==> src/rtl/seq_detect_param_pkg.sv <==
`default_nettype none
// ============================================================================
// Module      : seq_detect_param_pkg
// Description : Shared types and default sizing for the parametrised serial
//               bit-pattern detector.
// Contents    : state_t  - detector state encoding (IDLE / RUN)
//               DEF_MAX_LEN, DEF_CNT_W - default parameter values
// Revision    : 1.0 - initial release
// ============================================================================
package seq_detect_param_pkg;

  // Detector state: IDLE holds match low, RUN performs detection.
  typedef enum logic [0:0] {
    ST_IDLE = 1'b0,
    ST_RUN  = 1'b1
  } state_t;

  localparam int DEF_MAX_LEN = 8;
  localparam int DEF_CNT_W   = 8;

endpackage : seq_detect_param_pkg
`default_nettype wire

==> src/rtl/seq_detect_param_counter.sv <==
`default_nettype none
// ============================================================================
// Module      : seq_match_counter
// Description : Saturating match counter with synchronous clear. A clear
//               beats a same-cycle increment; the count holds at all-ones.
// Ports       : clk_i    - rising-edge clock
//               rst_ni   - asynchronous active-low reset
//               clr_i    - synchronous clear
//               inc_i    - increment request (one match)
//               count_o  - current count
// Revision    : 1.0 - initial release
// ============================================================================
module seq_match_counter #(
  parameter int CNT_W = 8
) (
  input  logic             clk_i,
  input  logic             rst_ni,
  input  logic             clr_i,
  input  logic             inc_i,
  output logic [CNT_W-1:0] count_o
);

  logic [CNT_W-1:0] count_q;
  logic [CNT_W-1:0] count_d;

  always_comb begin
    count_d = count_q;
    if (clr_i) begin
      count_d = '0;
    end else if (inc_i && (count_q != {CNT_W{1'b1}})) begin
      count_d = count_q + CNT_W'(1);
    end
  end

  always_ff @(posedge clk_i or negedge rst_ni) begin
    if (!rst_ni) begin
      count_q <= '0;
    end else begin
      count_q <= count_d;
    end
  end

  assign count_o = count_q;

endmodule : seq_match_counter
`default_nettype wire

==> src/rtl/seq_detect_param.sv <==
`default_nettype none
// ============================================================================
// Module      : seq_detect_param
// Description : Parametrised serial bit-pattern detector. Matches a runtime
//               loaded pattern of 1..MAX_LEN bits against a qualified serial
//               stream, with overlapping or non-overlapping detection, a
//               Mealy match, a registered match and a saturating counter.
// Ports       : clk_i          - rising-edge clock
//               rst_ni         - asynchronous active-low reset
//               cfg_load_i     - latch pattern/length/overlap this cycle
//               cfg_pattern_i  - pattern, bit len-1 is received first
//               cfg_len_i      - pattern length, legal 1..MAX_LEN
//               cfg_overlap_i  - 1 = overlapping detection
//               cfg_err_o      - one-cycle pulse on an illegal cfg_len_i
//               in_valid_i     - qualifies in_bit_i
//               in_bit_i       - serial data
//               match_o        - combinational match on the completing bit
//               match_q_o      - match_o delayed by one clock
//               clr_count_i    - synchronous clear of match_count_o
//               match_count_o  - saturating number of matches
//               armed_o        - legal configuration loaded (state RUN)
// Revision    : 1.0 - initial release
// ============================================================================
module seq_detect_param
  import seq_detect_param_pkg::*;
#(
  parameter  int MAX_LEN = DEF_MAX_LEN,
  parameter  int CNT_W   = DEF_CNT_W,
  localparam int LEN_W   = $clog2(MAX_LEN + 1)
) (
  input  logic               clk_i,
  input  logic               rst_ni,
  input  logic               cfg_load_i,
  input  logic [MAX_LEN-1:0] cfg_pattern_i,
  input  logic [LEN_W-1:0]   cfg_len_i,
  input  logic               cfg_overlap_i,
  output logic               cfg_err_o,
  input  logic               in_valid_i,
  input  logic               in_bit_i,
  output logic               match_o,
  output logic               match_q_o,
  input  logic               clr_count_i,
  output logic [CNT_W-1:0]   match_count_o,
  output logic               armed_o
);

  // --------------------------------------------------------------------------
  // State and configuration registers
  // --------------------------------------------------------------------------
  state_t               state_q,   state_d;
  logic [MAX_LEN-2:0]   hist_q,    hist_d;
  logic [LEN_W-1:0]     fill_q,    fill_d;
  logic [MAX_LEN-1:0]   pattern_q, pattern_d;
  logic [LEN_W-1:0]     len_q,     len_d;
  logic                 overlap_q, overlap_d;
  logic                 match_q_q;
  logic                 cfg_err_q, cfg_err_d;

  // --------------------------------------------------------------------------
  // Match datapath (depends only on registered config, never on cfg_*)
  // --------------------------------------------------------------------------
  logic [MAX_LEN-1:0] w_shift;
  logic [MAX_LEN-1:0] w_mask;
  logic               w_fill_ok;
  logic               w_hit;
  logic               w_match;
  logic               w_cfg_legal;

  // Window of the newest MAX_LEN bits including the one on the input now.
  assign w_shift = {hist_q, in_bit_i};

  // Only the low len_q bits of the window take part in the comparison.
  for (genvar gi = 0; gi < MAX_LEN; gi++) begin : g_mask
    assign w_mask[gi] = (len_q > LEN_W'(gi));
  end

  // fill >= len-1, written as fill+1 >= len to avoid underflow on len=0.
  assign w_fill_ok = (({1'b0, fill_q} + (LEN_W + 1)'(1)) >= {1'b0, len_q});
  assign w_hit     = (((w_shift ^ pattern_q) & w_mask) == '0);
  assign w_match   = (state_q == ST_RUN) && in_valid_i && w_fill_ok && w_hit;

  assign w_cfg_legal = (cfg_len_i != '0) && (cfg_len_i <= LEN_W'(MAX_LEN));

  // --------------------------------------------------------------------------
  // Next-state logic
  // --------------------------------------------------------------------------
  always_comb begin
    state_d   = state_q;
    hist_d    = hist_q;
    fill_d    = fill_q;
    pattern_d = pattern_q;
    len_d     = len_q;
    overlap_d = overlap_q;
    cfg_err_d = 1'b0;

    // History shifts in every state, including IDLE.
    if (in_valid_i) begin
      hist_d = w_shift[MAX_LEN-2:0];
      if (w_match && !overlap_q) begin
        fill_d = '0;
      end else if (fill_q != LEN_W'(MAX_LEN)) begin
        fill_d = fill_q + LEN_W'(1);
      end
    end

    // A load always restarts the fill count, overriding the updates above,
    // so bits seen before the load can never complete a match.
    if (cfg_load_i) begin
      fill_d = '0;
      if (w_cfg_legal) begin
        state_d   = ST_RUN;
        pattern_d = cfg_pattern_i;
        len_d     = cfg_len_i;
        overlap_d = cfg_overlap_i;
      end else begin
        state_d   = ST_IDLE;
        pattern_d = '0;
        len_d     = '0;
        overlap_d = 1'b0;
        cfg_err_d = 1'b1;
      end
    end
  end

  always_ff @(posedge clk_i or negedge rst_ni) begin
    if (!rst_ni) begin
      state_q   <= ST_IDLE;
      hist_q    <= '0;
      fill_q    <= '0;
      pattern_q <= '0;
      len_q     <= '0;
      overlap_q <= 1'b0;
      match_q_q <= 1'b0;
      cfg_err_q <= 1'b0;
    end else begin
      state_q   <= state_d;
      hist_q    <= hist_d;
      fill_q    <= fill_d;
      pattern_q <= pattern_d;
      len_q     <= len_d;
      overlap_q <= overlap_d;
      match_q_q <= w_match;
      cfg_err_q <= cfg_err_d;
    end
  end

  // --------------------------------------------------------------------------
  // Match counter
  // --------------------------------------------------------------------------
  seq_match_counter #(
    .CNT_W (CNT_W)
  ) u_counter (
    .clk_i   (clk_i),
    .rst_ni  (rst_ni),
    .clr_i   (clr_count_i),
    .inc_i   (w_match),
    .count_o (match_count_o)
  );

  assign match_o   = w_match;
  assign match_q_o = match_q_q;
  assign cfg_err_o = cfg_err_q;
  assign armed_o   = (state_q == ST_RUN);

endmodule : seq_detect_param
`default_nettype wire

==> config.mk <==
export PLATFORM = sky130hd
export DESIGN_NAME = seq_detect_param
export DESIGN_NICKNAME = d
export VERILOG_FILES = /design/src/rtl/seq_detect_param_pkg.sv /design/src/rtl/seq_detect_param_counter.sv /design/src/rtl/seq_detect_param.sv
export SDC_FILE = /design/constraint.sdc
export NUM_CORES = 1
export LEC_CHECK = 0
export CORE_MARGIN = 8
export CORE_UTILIZATION = 30
export CTS_BUF_LIST = sky130_fd_sc_hd__clkbuf_4
export CTS_CLUSTER_DIAMETER = 60
export DETAILED_ROUTE_END_ITERATION = 16
export SYNTH_ARGS = -nofsm -noshare
export SYNTH_HDL_FRONTEND = slang
export SYNTH_SLANG_ARGS = --single-unit
==> constraint.sdc <==
create_clock -name clk_i -period 3.1 [get_ports clk_i]
set_input_delay 0.62 -clock clk_i [delete_from_list [all_inputs] [get_ports clk_i]]
set_output_delay 0.62 -clock clk_i [all_outputs]
set_load 0.1 [all_outputs]
==> flow_summary.yaml <==
worst_setup_path:
  max_stage_delay_ns: 0.46
  worstPathCellList: "ha_1 -> xor2_1 -> ha_1 -> o21ai_0 -> o21ai_0 -> nand3_2 -> inv_1 -> buf_12"
  path_max_fanout: 7
  worstRegToRegCells: 9
  crit_path_end_kind: "output port"
  critPathLaunchType: "register"
  timing.rr.start: "fill_q[0]"
  regToRegSetupSlack_ns: 0.65
  crit_slowest_cell: "dfrtp_1"
  r2r_end: "u_counter.count_o[5]"
  cp.arrival_ns: 2.23
  path_class: "reg2out"
  cp.required_ns: 2.48
sta:
  setup_viol_count_final: 0
  finalSetupTns_ns: 0
  grt_setup_unrepaired: "false"
  whs_ns: 0.520
  fin_skew_ns: 0.0118
  max_slew.worst_pin.slew_ns: 0.495
  period_minus_slack_ns: 2.85
  finalCritPeriodShare: 0.919
  fmax_ghz: 0.351
  hold_viol_final: 0
  maxSlewHeadroom: 0.669
  final_max_slew_viol_count: 0
pwr:
  p_seq_frac: 0.530
  internal_power_uw: 694
  ir_drop_uv: 156
  clock_power_share: 0.245
  power_frac_comb: 0.225
  power_density_nw_per_um2: 456
  leakage_uw: 0.000945
  switching_share: 0.319
  switchingPower_uw: 325
clock_network:
  htreeDepth: 2
  cts_sinks: 35
  cts_root_buffer: "clkbuf_4"
  worstSkewPairLatency_ns: 0.34
  path_clk_slew_ns: 0.12
  post_cts_buffers: 0
  cts_resized: 0
  cts_tree: "yes"
  hold_buffers: 0
  ctsLongestPathBuffers: 2
  cts_made_buffers: 5
synth:
  synth_cell_type_count: 39
  async_flop_share: 1.00
  synth_top_flop_cell: "dfrtp_1"
  netlist_area_sq_um: 1810
  syn_nets: 202
  synth_area_per_cell_sq_um: 10.3
  ys_warn_count: 0
  ys_seq_area_frac: 0.483
  synth_edf_count: 0
  syn_inst: 176
  ys_ff_latch: 35
route:
  drt-wirelength-per-cell_microns: 13.4
  firstDrtPassIters: 4
  wl_met3_microns: 89
  routed-wl-met2_microns: 1950
  ant_nets: 0
  vias: 1394
  drc_errors: 0
  via_per_inst: 4.89
  topRoutingLayerUsed: "met4"
  wl_met1_microns: 1710
  drtIter0Drc: 36
  routed_wirelength_microns: 3810
global_routing:
  grt_pass1_wl_microns: 6550
  grt_pass1_vias: 1414
  grt_max_degree: 36
  grt_usage: 0.0931
  grt_overflow: 0
  antenna_found_initial: 0
finish:
  drive_gt1_frac: 0.176
  layout.cells.non_filler: 285
  nets: 235
  antenna_cells: 0
  nFillCells: 594
  syn2layout_area_growth_pct: 23.3
placement:
  gp_congestion: 0.772
  dpl.cell_count: 277
  dpl.hpwl_microns: 2870
  numPortBuffers: 30
die:
  ios: 31
  die_area_sq_um: 8780
  initial_core_util: 0.308
  die_width_microns: 93.7
  core_sq_um: 5890
  fp.dieH_microns: 93.7
  row_count: 28
min_path:
  min_to: "overlap_q"
  hold_depth: 1
  hp-class: "reg2reg"
  hp-start: "overlap_q"
status:
  outcome: "complete, no violations"
flow_run:
  maxCapViolations: 0
==> power groups by stage <==
stage / Combinational (uW) / Clock, uW / Sequential, uW
final: 229 / 250 / 540
after global routing: 253 / 278 / 548
after CTS: 233 / 263 / 541
after global placement: 231 / 0 / 549
after detailed placement: 232 / 0 / 550
after floorplan: 131 / 0 / 572
==> worst max path at each step <==
| stage | from | end | slack (ns) | cells after the start |
|---|---|---|---|---|
| after floorplan | armed_o | match_o | 0.24 | 5 |
| after global routing | fill_q[0] | match_o | 0.09 | 8 |
| after CTS | fill_q[0] | match_o | 0.20 | 8 |
| after detailed placement | in_bit_i | match_o | 0.49 | 7 |
| final | fill_q[0] | match_o | 0.25 | 8 |
| after global placement | in_bit_i | match_o | 0.51 | 7 |
==> Yosys cell counts, types with 2 or more instances <==
cell      number  area [sq um]
o31ai_1        4          30.0
a31oi_1        2          12.5
nor3_1         4          20.0
nand2b_1       3          18.8
a21oi_1       10          50.1
mux2_2         8          90.1
and3_1         2          12.5
nand2_1        9          33.8
nand3_1        8          40.0
clkbuf_1       4          15.0
inv_1         12          45.0
or3_1          3          18.8
a22o_1         9          78.8
dfrtp_1       35           876
buf_1          2          7.51
ha_1           7          87.6
nor4_1         2          12.5
nor2_1        10          37.5
o22ai_1        2          12.5
o21ai_0       11          55.1
o41ai_1        2          17.5
xnor2_1       10          87.6
==> placed cells by master (no fill, tap or decap), types with 3 or more instances in the layout <==
master,synthesis,final
xnor2_1,10,10
nand3_1,8,8
inv_1,12,12
o21ai_0,11,11
nand2b_1,3,3
a21oi_1,10,10
mux2_2,8,8
dfrtp_1,35,35
clkbuf_4,0,5
nor3_1,4,4
nand2_1,9,9
nor2_1,10,10
ha_1,7,7
a22o_1,9,9
or3_1,3,3
o31ai_1,4,4
clkdlybuf4s50_1,0,18
buf_4,0,14
==> worst max-delay path: cells and delay by family, from the launching register on <==
family,cells,cell delay [ns]
simple gates,1,0.13
compound gates,2,0.28
buf+inv,2,0.31
flops,1,0.46
fa+ha+maj,2,0.54
xor+xnor,1,0.15
==> through the flow <==
stage	cell area [sq um]	power [uW]	util	worst slack, ns
finish	2230	1020	0.380	0.252
global placement	2180	780	0.370	0.511
CTS	2230	1040	0.380	0.204
global route	2230	1080	0.380	0.0909
detailed placement	2180	782	0.370	0.493
floorplan	1810	703	-	0.244
==> kinds of logic (layout without fill, tap and decap cells) <==
kind of cell | count (synthesis) | after routing | share of synthesized area
AO/OA/AOI/OAI | 47 | 47 | 0.177
XOR/XNOR | 11 | 11 | 0.0532
adder cells (fa/ha/maj) | 7 | 7 | 0.0483
buffers and inverters | 19 | 53 | 0.0435
flip-flops | 35 | 35 | 0.483
multiplexers | 8 | 8 | 0.0497
AND/OR/NAND/NOR | 49 | 49 | 0.144
==> routing by layer <==
metal	vias to the layer above	track usage
li1	705	-
met1	666	0.111
met2	19	0.155
met3	4	0.0232
met4	0	0.0396
met5	-	0
==> registers in the layout, indices dropped and copies added, names as in the netlist <==
signal and count:
armed_o 1, cfg_err_o 1, fill_q 4, hist_q 7
len_q 4, match_q_o 1, overlap_q 1, pattern_q 8
u_counter.count_o 8
==> area by class of cell <==
cell class                      count  area (sq um)  area share
Timing Repair Buffer               33           305       0.137
Inverter                           12          45.0      0.0202
Sequential cell                    35           876       0.392
Multi-Input combinational cell    122           857       0.384
Clock inverter                      3          20.0     0.00896
Tap cell                           75          93.8      0.0420
Clock buffer                        5          37.5      0.0168
(Power assumes the default switching activity.)
==> RTL edit 1 (same settings) <==
The package constant `DEF_MAX_LEN` goes from 8 to 16.
--- a/src/rtl/seq_detect_param_pkg.sv
+++ b/src/rtl/seq_detect_param_pkg.sv
@@ -15,7 +15,7 @@
     ST_RUN  = 1'b1
   } state_t;
 
-  localparam int DEF_MAX_LEN = 8;
+  localparam int DEF_MAX_LEN = 16;
   localparam int DEF_CNT_W   = 8;
 
 endpackage : seq_detect_param_pkg
Interface: changed (resized cfg_len_i and cfg_pattern_i); port bits go from 31 to 40. The function was not compared with the original's and may differ.
==> RTL edit 1 against the unedited design <==
- design area rose by 57%
- first-iteration DRC count rose by 120%
- power rose by 83%
- cell count rose by 49%
- synthesized cell count rose by 48%
- setup slack got worse by 0.17 ns
- wire length rose by 74%
- area after synthesis rose by 52%
- count of clock-buffer cells in the layout did not move
- sequential share of layout area fell by 1.1 points
- clock skew rose by 0.0039 ns
- hold slack got worse by 0.19 ns
- sequential cell count rose by 18
- critical path type unchanged
- largest cell class is now multi-input gates
- highest routed layer unchanged
==> RTL edit 1: results (changes against the unedited design) <==
grtUsageTotal_pct: 10.5  # was 9.31%
ctsHtreeMaxLevel: 2  # unchanged
nNonClkBuffers: 58  # was 33
n_all_inverters: 15  # was 12
seq_area_frac_synth_pct: 48.2  # was 48.3%
hp-class: "in2async"  # was reg2reg
drive_gt1_share_pct: 23.6  # was 17.6%
clk_share_pct: 3.03  # was 2.58%
period_minus_slack_ns: 3.02  # was 2.85 ns
worst_pin_slew_ns: 0.676  # was 0.495 ns
nonClkBufAreaFrac_pct: 14.8  # was 13.7%
drtIter0Drc: 79  # was 36
grt_pass1_vias: 2183  # was 1414
cts_root_buffer: "clkbuf_4"  # unchanged
dpl_worst_slack_ns: 0.115  # was 0.493 ns
vias: 2135  # was 1394
yosys.area_share.xor_xnor_pct: 7.00  # was 5.32%
clkbuf_count: 5  # unchanged
ys_top_cells_by_area: "dfrtp_1 (48%), mux2_2 (6.1%), xor2_1 (4.8%)"  # was dfrtp_1 (48%), mux2_2 (5.0%), ha_1 (4.8%)
portBuffers: 39  # was 30
ir_worst_vdd_mv: 0.215  # was 0.156 mV
path_delay_family: "compound AO/OA/AOI/OAI gates"  # was adder cells
dr.pass1.iters: 7  # was 4
nMultiInputCombCells: 179  # was 122
arrival_ns: 2.40  # was 2.23 ns
wl_microns: 6630  # was 3810 microns
clk_latency_ns: 0.38  # was 0.34 ns
clkTransAtPathRegs_ns: 0.16  # was 0.12 ns
synth_fp_nets: 297  # was 202
synth_fa_ha_area_share_pct: 4.09  # was 4.83%
grt_use_met3_pct: 2.76  # was 2.32%
worstPathMaxFanout: 6  # was 7
ys_types: 45  # was 39
largest_reg_flops: 16
skew_ns: 0.0157  # was 0.0118 ns
yosysWarningCount: 0  # unchanged
grt_pass1_wl_microns: 10800  # was 6550 microns
gp_congestion: 0.788  # was 0.772
multi_input_area_sq_um: 1350  # was 857 sq um
use_met1_pct: 12.8  # was 11.1%
power_leakage_nw: 1.55  # was 0.945 nW
antenna_found_initial: 0  # unchanged
hpwl_microns: 4610  # was 2870 microns
grt_max_degree: 54  # was 36
use_met2_pct: 17.9  # was 15.5%
async_reset_ff_share_pct: 100  # unchanged
status: "finished clean"  # unchanged
synthTopCellsByCount: "dfrtp_1 (53), o21ai_0 (19), nor2_1 (16)"  # was dfrtp_1 (35), inv_1 (12), o21ai_0 (11)
cts.path.max_buffers: 2  # unchanged
crit_slowest_cell: "dfrtp_2"  # was dfrtp_1
nFillCells: 887  # was 594
cts.sinks: 53  # was 35
regMostFlops: "pattern_q"
final_nets: 349  # was 235
synth_compound_area_share_pct: 14.8  # was 17.7%
synthMuxAreaShare_pct: 6.50  # was 4.97%
seq_share_pct: 38.1  # was 39.2%
[RTL edit 1: worst paths after layout]
| kind | startpoint | to | cells past startpoint | slack (ns) |
|---|---|---|---|---|
| worst min-delay path | rst_ni | u_counter.count_o[5]$_DFFE_PN0P_ | 2 | 0.33 |
| worst min register to register | overlap_q$_DFFE_PN0P_ | overlap_q$_DFFE_PN0P_ | 1 | 0.53 |
| min in group clk_i | overlap_q$_DFFE_PN0P_ | overlap_q$_DFFE_PN0P_ | 1 | 0.53 |
| worst max-delay path | len_q[1]$_DFFE_PN0P_ | match_o | 8 | 0.08 |
| worst max register to register | fill_q[1]$_DFFE_PN0P_ | u_counter.count_o[7]$_DFFE_PN0P_ | 11 | 0.27 |
| max in group asynchronous | rst_ni | len_q[2]$_DFFE_PN0P_ | 2 | 2.29 |
[RTL edit 1: kinds of logic after synthesis]
group           count (synthesis)
xor+xnor                       22
mux                            16
flops                          53
compound gates                 59
fa+ha+maj                       9
buf+inv                        28
simple gates                   73
[RTL edit 1: what timing repair did]
action | 4_1_cts | 5_1_grt
buffers inserted | 8 | 4
endpoints found under the hold margin | 0 | 0
pin swaps | 3 | 7
hold buffers | 0 | 0
setup endpoints to repair | 1 | 1
resized for setup | 9 | 10
[RTL edit 1: power by group]
group | switching, mW | total, mW | internal, mW
sequential | 0.0961 | 0.893 | 0.797
combinational | 0.231 | 0.483 | 0.252
clock | 0.236 | 0.490 | 0.254
[RTL edit 1: layer usage]
metal,vias up,wire [microns]
li1,1036,-
met1,1048,3040
met2,40,3250
met3,11,254
met4,0,88
met5,-,0
[RTL edit 1: through the flow]
stage               area, sq um  std cells  utilization [%]
global route               3500        424             38.7
global placement           3250        404             35.8
CTS                        3440        420             38.0
detailed placement         3250        404             35.8
finish                     3500        424             38.7
floorplan                  2750        260                -
==> RTL edit 2 (config.mk and constraints unchanged) <==
Made on the original files. Register the outputs `match_o` and `armed_o`, with the module's reset; this adds one clock of latency there. The other outputs are not delayed to match. Comments in the files are not updated.
--- a/src/rtl/seq_detect_param.sv
+++ b/src/rtl/seq_detect_param.sv
@@ -157,10 +157,17 @@
     .count_o (match_count_o)
   );
 
-  assign match_o   = w_match;
   assign match_q_o = match_q_q;
   assign cfg_err_o = cfg_err_q;
-  assign armed_o   = (state_q == ST_RUN);
+  always_ff @(posedge clk_i or negedge rst_ni) begin
+    if (!rst_ni) begin
+      match_o <= '0;
+      armed_o <= '0;
+    end else begin
+      match_o <= w_match;
+      armed_o <= (state_q == ST_RUN);
+    end
+  end
 
 endmodule : seq_detect_param
 `default_nettype wire
Check against the original RTL: not equivalent (Yosys sat finds a counterexample within 4 cycles, from zero or initial values and one cycle with rst_ni low).
==> RTL edit 2 against the unedited design <==
- power increased by 8.6%
- sequential cell count increased by 1
- area after synthesis increased by 1.8%
- wire length increased by 7.7%
- core utilization increased by 0.16 points
- critical path depth unchanged
- hold slack got worse by 0.092 ns
- cell count unchanged
- register-to-register slack got worse by 0.09 ns
- setup slack improved by 0.31 ns
- design area increased by 1.0%
==> RTL edit 2: results (changes against the unedited design) <==
status: "finished clean"  # unchanged
wl_per_cell_microns: 14.4  # was 13.4 microns
synthTopCellsByCount: "dfrtp_1 (36), inv_1 (12), o21ai_0 (11)"  # was dfrtp_1 (35), inv_1 (12), o21ai_0 (11)
worst_pin_slew_ns: 0.523  # was 0.495 ns
hpwl_microns: 3040  # was 2870 microns
grtUsageTotal_pct: 10.1  # was 9.31%
clkTransAtPathRegs_ns: 0.11
hp-class: "reg2reg"  # unchanged
num_antenna_cells: 0  # unchanged
placed_area_sq_um: 2180  # about the same
clk_latency_ns: 0.35
yosys.area_share.xor_xnor_pct: 5.22  # was 5.32%
cts_root_buffer: "clkbuf_4"  # unchanged
seq_area_frac_synth_pct: 48.8  # was 48.3%
cts_buffers: 5  # unchanged
worstPathMaxFanout: 17  # was 7
rrSetupSlack_ns: 0.56  # was 0.65 ns
skew_ns: 0.0159  # was 0.0118 ns
ir_worst_vdd_mv: 0.267  # was 0.156 mV
cts_resized: 0  # unchanged
synth_compound_area_share_pct: 17.4  # was 17.7%
cts.path.max_buffers: 2  # unchanged
drtIter0Drc: 68  # was 36
viasPerCell: 4.99  # was 4.89
grt_pass1_wl_microns: 7150  # was 6550 microns
path_delay_family: "simple AND/OR/NAND/NOR gates"  # was adder cells
ys_top_cells_by_area: "dfrtp_1 (49%), mux2_2 (4.9%), ha_1 (4.7%)"  # was dfrtp_1 (48%), mux2_2 (5.0%), ha_1 (4.8%)
synth_fa_ha_area_share_pct: 4.75  # was 4.83%
async_reset_ff_share_pct: 100  # unchanged
gp_congestion: 0.806  # was 0.772
ys_types: 40  # was 39
nFillCells: 582  # was 594
drive_gt1_share_pct: 16.2  # was 17.6%
arrival_ns: 2.79  # was 2.23 ns
critPathLaunchType: "register"  # unchanged
antenna_found_initial: 0  # unchanged
power_leakage_nw: 0.964  # was 0.945 nW
synth_fp_nets: 204  # was 202
yosysWarningCount: 0  # unchanged
r2r_cells: 8  # was 9
endpoint_kind: "register"  # was primary output
ctsHtreeMaxLevel: 2  # unchanged
final_nets: 235  # unchanged
grt_max_degree: 37  # was 36
grt_pass1_vias: 1499  # was 1414
synthMuxAreaShare_pct: 4.88  # was 4.97%
RTL edit 2: cell types whose count changed in the layout (fill, tap and decap cells not counted):
| cell | unedited run | this run |
|---|---|---|
| bufinv_16 | 0 | 1 |
| clkinvlp_4 | 2 | 0 |
| clkinv_1 | 0 | 2 |
| buf_12 | 1 | 0 |
| dfrtp_1 | 35 | 36 |
| clkinv_2 | 1 | 0 |
RTL edit 2: worst min path at each step:
stage / slack [ns] / cells after the start / startpoint / endpoint
detailed placement: 0.41 / 0 / state_q$_DFFE_PN0P_ / armed_o$_DFF_PN0_
global route: 0.46 / 0 / state_q$_DFFE_PN0P_ / armed_o$_DFF_PN0_
finish: 0.43 / 0 / state_q$_DFFE_PN0P_ / armed_o$_DFF_PN0_
floorplan: 0.32 / 0 / rst_ni / armed_o$_DFF_PN0_
CTS: 0.44 / 0 / state_q$_DFFE_PN0P_ / armed_o$_DFF_PN0_
global placement: 0.41 / 0 / state_q$_DFFE_PN0P_ / armed_o$_DFF_PN0_
RTL edit 2: metrics by stage:
step / instances / hold WS, ns / setup slack, ns / power, mW
final: 285 / 0.428 / 0.557 / 1.11
after global routing: 285 / 0.457 / 0.397 / 1.17
after CTS: 285 / 0.437 / 0.525 / 1.12
after detailed placement: 277 / 0.412 / 0.460 / 0.797
after global placement: 277 / 0.408 / 0.530 / 0.792
after floorplan: 178 / 0.324 / 0.894 / 0.719
RTL edit 2: layout make-up:
class	count	area, sq um	area share, %
Sequential cell	36	901	39.9
Multi-Input combinational cell	122	857	38.0
Timing Repair Buffer	32	285	12.6
Tap cell	75	93.8	4.16
Inverter	12	45.0	2.00
Clock buffer	5	37.5	1.66
Clock inverter	3	37.5	1.66
RTL edit 2: logic make-up (layout without fill, tap and decap cells):
kind of cell / count (synthesis) / after routing
XOR/XNOR: 11 / 11
AND/OR/NAND/NOR: 49 / 49
flip-flops: 36 / 36
multiplexers: 8 / 8
AO/OA/AOI/OAI: 47 / 47
adder cells (fa/ha/maj): 7 / 7
buffers and inverters: 20 / 52
RTL edit 2: where the power goes:
group | switching, mW | internal [mW] | leakage (nW)
combinational | 0.126 | 0.103 | 0.454
clock | 0.157 | 0.165 | 0.0403
sequential | 0.0411 | 0.515 | 0.470
total | 0.324 | 0.783 | 0.964
RTL edit 2: routing by layer:
layer	global-route usage [%]	routed length, microns	vias up
met1	12.2	1910	684
met3	3.10	166	7
met4	5.02	84	0
li1	-	-	702
met5	0	0	-
met2	16.0	1930	30
